### config.mk
export PLATFORM = sky130hd
export DESIGN_NAME = pcd8544_spi_tx
export DESIGN_NICKNAME = d
export VERILOG_FILES = /design/src/rtl/pcd8544_spi_tx.sv
export SDC_FILE = /design/constraint.sdc
export NUM_CORES = 1
export LEC_CHECK = 0
export BUFFER_PORTS_ARGS = -buffer_cell sky130_fd_sc_hd__buf_2
export CAP_MARGIN = 5
export CORE_MARGIN = 2
export CORE_UTILIZATION = 30
export CTS_CLUSTER_DIAMETER = 50
export CTS_CLUSTER_SIZE = 28
export DETAILED_ROUTE_END_ITERATION = 16
export HOLD_SLACK_MARGIN = 0.12
export PLACE_DENSITY = 0.5
export SYNTH_ARGS = -nofsm -noshare
export SYNTH_HDL_FRONTEND = slang
export SYNTH_SLANG_ARGS = --single-unit
### constraint.sdc
create_clock -name clk -period 2.58 [get_ports clk]
set_input_delay 0.645 -clock clk [delete_from_list [all_inputs] [get_ports clk]]
set_output_delay 0.645 -clock clk [all_outputs]
set_load 0.01 [all_outputs]
### src/rtl/pcd8544_spi_tx.sv
// Byte-wide SPI transmitter for the PCD8544 LCD: generates the panel's power-on
// reset, then captures one byte per request and shifts it out MSB-first.
module pcd8544_spi_tx #(
  parameter int RST_CYCLES = 100,
  parameter int BOOT_WAIT  = 100
) (
  input  logic        clk,
  input  logic        reset,
  input  logic [7:0]  data_in,
  input  logic        start,
  input  logic        command,
  input  logic [15:0] div_factor,
  output logic        mosi,
  output logic        sclk,
  output logic        sce,
  output logic        dc,
  output logic        rst,
  output logic        busy,
  output logic        avail
);

  localparam int CNT_MAX = (RST_CYCLES > BOOT_WAIT) ? RST_CYCLES : BOOT_WAIT;
  localparam int CW      = (CNT_MAX < 2) ? 1 : $clog2(CNT_MAX);

  localparam logic [CW-1:0] RST_LAST  = CW'(RST_CYCLES - 1);
  localparam logic [CW-1:0] BOOT_LAST = CW'(BOOT_WAIT - 1);

  localparam logic [2:0] ST_LCD_RST = 3'd0;
  localparam logic [2:0] ST_BOOT    = 3'd1;
  localparam logic [2:0] ST_IDLE    = 3'd2;
  localparam logic [2:0] ST_SHIFT   = 3'd3;
  localparam logic [2:0] ST_GAP     = 3'd4;

  logic [2:0]    state_q,     state_d;
  logic [CW-1:0] boot_cnt_q,  boot_cnt_d;
  logic [15:0]   half_cnt_q,  half_cnt_d;
  logic [15:0]   half_last_q, half_last_d;
  logic [2:0]    bit_cnt_q,   bit_cnt_d;
  logic [6:0]    shreg_q,     shreg_d;
  logic          mosi_q,  mosi_d;
  logic          sclk_q,  sclk_d;
  logic          sce_q,   sce_d;
  logic          dc_q,    dc_d;
  logic          rst_q,   rst_d;
  logic          busy_q,  busy_d;
  logic          avail_q, avail_d;
  logic          half_tick;

  // Terminal count of the half-period counter; half_last holds D-1.
  assign half_tick = (half_cnt_q == half_last_q);

  always_comb begin
    state_d     = state_q;
    boot_cnt_d  = boot_cnt_q;
    half_cnt_d  = half_cnt_q;
    half_last_d = half_last_q;
    bit_cnt_d   = bit_cnt_q;
    shreg_d     = shreg_q;
    mosi_d      = mosi_q;
    sclk_d      = sclk_q;
    sce_d       = sce_q;
    dc_d        = dc_q;
    rst_d       = rst_q;
    busy_d      = busy_q;
    avail_d     = 1'b0;

    case (state_q)
      ST_LCD_RST: begin
        rst_d = 1'b0;
        if (boot_cnt_q == RST_LAST) begin
          rst_d      = 1'b1;
          boot_cnt_d = '0;
          state_d    = ST_BOOT;
        end else begin
          boot_cnt_d = boot_cnt_q + 1'b1;
        end
      end

      ST_BOOT: begin
        if (boot_cnt_q == BOOT_LAST) begin
          boot_cnt_d = '0;
          busy_d     = 1'b0;
          state_d    = ST_IDLE;
        end else begin
          boot_cnt_d = boot_cnt_q + 1'b1;
        end
      end

      ST_IDLE: begin
        busy_d = 1'b0;
        sce_d  = 1'b1;
        sclk_d = 1'b0;
        if (start) begin
          shreg_d     = data_in[6:0];
          mosi_d      = data_in[7];
          dc_d        = command;
          half_last_d = (div_factor == 16'd0) ? 16'd0 : (div_factor - 16'd1);
          half_cnt_d  = '0;
          bit_cnt_d   = '0;
          sce_d       = 1'b0;
          busy_d      = 1'b1;
          avail_d     = 1'b1;
          state_d     = ST_SHIFT;
        end
      end

      ST_SHIFT: begin
        if (half_tick) begin
          half_cnt_d = '0;
          sclk_d     = ~sclk_q;
          // Falling edge: present the next bit a full half-period before the LCD samples it.
          if (sclk_q) begin
            if (bit_cnt_q == 3'd7) begin
              sce_d   = 1'b1;
              mosi_d  = 1'b0;
              state_d = ST_GAP;
            end else begin
              mosi_d    = shreg_q[6];
              shreg_d   = {shreg_q[5:0], 1'b0};
              bit_cnt_d = bit_cnt_q + 3'd1;
            end
          end
        end else begin
          half_cnt_d = half_cnt_q + 16'd1;
        end
      end

      ST_GAP: begin
        if (half_tick) begin
          half_cnt_d = '0;
          busy_d     = 1'b0;
          state_d    = ST_IDLE;
        end else begin
          half_cnt_d = half_cnt_q + 16'd1;
        end
      end

      default: begin
        state_d    = ST_LCD_RST;
        boot_cnt_d = '0;
        rst_d      = 1'b0;
        busy_d     = 1'b1;
        sce_d      = 1'b1;
        sclk_d     = 1'b0;
        mosi_d     = 1'b0;
      end
    endcase
  end

  always_ff @(posedge clk) begin
    if (reset) begin
      state_q     <= ST_LCD_RST;
      boot_cnt_q  <= '0;
      half_cnt_q  <= '0;
      half_last_q <= '0;
      bit_cnt_q   <= '0;
      shreg_q     <= '0;
      mosi_q      <= 1'b0;
      sclk_q      <= 1'b0;
      sce_q       <= 1'b1;
      dc_q        <= 1'b0;
      rst_q       <= 1'b0;
      busy_q      <= 1'b1;
      avail_q     <= 1'b0;
    end else begin
      state_q     <= state_d;
      boot_cnt_q  <= boot_cnt_d;
      half_cnt_q  <= half_cnt_d;
      half_last_q <= half_last_d;
      bit_cnt_q   <= bit_cnt_d;
      shreg_q     <= shreg_d;
      mosi_q      <= mosi_d;
      sclk_q      <= sclk_d;
      sce_q       <= sce_d;
      dc_q        <= dc_d;
      rst_q       <= rst_d;
      busy_q      <= busy_d;
      avail_q     <= avail_d;
    end
  end

  assign mosi  = mosi_q;
  assign sclk  = sclk_q;
  assign sce   = sce_q;
  assign dc    = dc_q;
  assign rst   = rst_q;
  assign busy  = busy_q;
  assign avail = avail_q;

endmodule

==> flow_summary.yaml <==
critical_path:
  worstPathArrival_ns: 2.45
  cp-end-kind: "flip-flop"
  startpoint_type: "primary input"
  required_ns: 2.81
  critPathMaxFanout: 4
  critPathSlowestCell: "or4_4"
  reg2reg_setup_slack_ns: 0.41
  crit_top_cell: "or4_4"
  worst-setup-path-type: "in -> reg"
  path_cells: "buf_2, or4_4, or4_4, buf_4, nor3_1, mux2i_1, a21oi_1"
  cpPeakStageDelay_ns: 0.54
synth:
  yosysWarningCount: 0
  synth_most_common_cell: "dfxtp_1"
  syn_inst: 398
  synthTopCellsByArea: "dfxtp_1 36%, xor2_1 7.7%, nand3_1 5.4%, nand2_1 4.2%, a2bb2oi_2 4.1%"
  netlist_area_um2: 3316
  postSynthAreaPerCell_um2: 8.331
  ys_types: 54
  yosysSeqAreaShare_pct: 35.62
  yosys.area.top_type: "dfxtp_1"
  synth_top_cell_area_share_pct: 35.62
  synthesis.nets: 431
  synth_commonest_cells: "59 x dfxtp_1, 37 x nand2_1, 36 x nand3_1"
  async_flop_share_pct: 0
  synth-edff-count: 0
  ys_ff_latch: 59
  synth_ff_type: "dfxtp_1"
finish:
  final_util_pct: 36.47
  area_growth_pct: 18.72
  layout.nets: 468
  drive_above_1_share_pct: 19.32
  num_antenna_cells: 0
route:
  remaining_drc_errors: 0
  wl_per_cell_um: 14.59
  vias: 3015
  dr.pass1.iters: 4
  drt-total-wl_mm: 8.462
  antenna_left: 0
  first_iter_violations: 115
  avgViaCountPerCell: 5.198
clock_tree:
  cts_resized: 0
  clk_pin_slew_ns: 0.07
  clk_latency_ns: 0.34
  h-tree-depth: 3
  cts_buffers: 9
  cts_post_setup_buffers_inserted: 0
  cts_tree: "built"
  cts_hold_buf: 0
  cts_root_buf: "clkbuf_8"
  cts_buffer_depth: 2
  numClockSinks: 59
global_routing:
  track_usage_pct: 15.19
  antenna_found_initial: 0
  grt_pass1_vias: 2929
  grt_pass1_wl_mm: 14.24
  grt-busiest-layer: "met2"
  met1_usage_pct: 19.81
  grt_max_degree: 36
  grt_use_met2_pct: 24.84
  gr-total-overflow: 0
  grtUsageMet3_pct: 3.706
power_and_ir_drop:
  power.switching_uw: 437.4
  pwr-share-seq_pct: 46.0
  combPwrFrac_pct: 5.7
  swShare_pct: 21.89
  p_total_uw: 1998
  clkPwrFrac_pct: 48.4
  p_per_area_nw_per_um2: 507.6
  vdd_ir_drop_max_v: 0.0002721
  p_leak_uw: 0.001519
  internal-power_uw: 1561
floorplanning:
  die_h_um: 109.1
  coreArea_um2: 10790
  dieWidth_um: 109.1
  ioPinCount: 35
  floorplan.initialDensity_pct: 30.72
  num_rows: 38
  dieArea_um2: 11910
placed_design:
  gp_congestion: 0.7631
  io_buffers: 34
  dp_hpwl_mm: 5.848
sta:
  setup_viol: 0
  fin_worst_skew_ns: 0.009636
  slew_viol_final: 0
  fin_crit_sh_pct: 86.33
  final-hold-violation-count: 0
  fmax_mhz: 449.0
  min_period_ns: 2.227
  rsz0062_at_grt: "false"
  worstMarginPinSlew_ns: 0.5481
  slew_headroom_pct: 63.12
  fin_tns_setup_ns: 0
status:
  run_status: "finished, final reports clean"
job:
  cap_violations: 0
min_path:
  hold_path.class: "reg -> reg"
flip-flops by register name, summed over array words and instances (netlist names), 3 cells and up:
| register | flops |
|---|---|
| state_q | 3 |
| bit_cnt_q | 3 |
| half_last_q | 16 |
| shreg_q | 7 |
| half_cnt_q | 16 |
| boot_cnt_q | 7 |
worst max-delay path, delay by kind of cell:
family	cells	cell delay [ns]
multiplexers	1	0.23
AND/OR/NAND/NOR	3	1.23
AO/OA/AOI/OAI	1	0.09
buffers and inverters	2	0.27
path summary, 6_finish.rpt:
kind | from | endpoint | cells past startpoint
min | shreg_q[0]$_SDFFE_PP0P_ | shreg_q[0]$_SDFFE_PP0P_ | 2
min reg2reg | shreg_q[0]$_SDFFE_PP0P_ | shreg_q[0]$_SDFFE_PP0P_ | 2
max | div_factor[10] | half_last_q[15]$_SDFFE_PP0P_ | 7
max reg2reg | state_q[0]$_SDFFE_PP0P_ | half_cnt_q[13]$_SDFFE_PP0P_ | 4
cell families after synthesis:
logic type / count (synthesis) / share of synthesized area, %
simple gates: 170 / 26.87
compound gates: 82 / 19.70
flops: 59 / 35.62
buf+inv: 41 / 4.943
xor+xnor: 37 / 9.774
fa+ha+maj: 5 / 1.887
mux: 4 / 1.208
through the flow:
step | worst slack [ns] | instances | hold WS (ns) | instance area, um^2
finish | 0.3528 | 580 | 0.4542 | 3936
global route | 0.2589 | 580 | 0.4852 | 3936
CTS | 0.3552 | 580 | 0.4598 | 3936
detailed placement | 0.001231 | 564 | 0.4486 | 3709
global placement | 0.05077 | 564 | 0.4394 | 3709
floorplan | 0.2183 | 398 | 0.4286 | 3316
power groups by stage:
stage / logic (uW) / registers (uW) / clock network, uW
2_1_floorplan: 60.9 / 939 / 0
3_3_place_gp: 113 / 939 / 0
3_5_place_dp: 114 / 940 / 0
4_1_cts: 115 / 919 / 991
5_1_grt: 127 / 919 / 1040
6_report: 113 / 919 / 966
final cells by class:
cell class	instances	area, um^2
Fill cell	1101	6857
Multi-Input combinational cell	298	1971
Sequential cell	59	1181
Timing Repair Buffer	54	332.8
Tap cell	140	175.2
Clock buffer	12	155.1
Clock inverter	4	72.57
Inverter	13	48.80
layer usage:
layer  share of wire, %  wire (um)  up-vias
met5                  0          0        -
met4               0.98         83        0
met3                3.0        258        6
met2                 47       3979       45
met1                 49       4140     1433
li1                   -          -     1531
cells in the final DEF, fill, tap and decap left out, types with 5 or more instances in the layout:
master,Yosys,final
a31oi_1,9,9
clkbuf_8,0,11
xor2_1,29,29
a21oi_1,10,10
buf_4,0,19
o21ai_0,8,8
nand4_1,12,12
a22oi_1,9,9
nor2_1,31,31
o21ai_1,5,5
buf_2,2,34
a2bb2oi_2,9,9
nand2_1,37,37
ha_1,5,5
nor2b_1,7,7
inv_1,13,13
nor4_1,7,7
nand3_1,36,36
xnor2_1,8,8
dfxtp_1,59,59
a22o_1,5,5
nor3_1,11,11
Power figures use the tool's default switching activity.
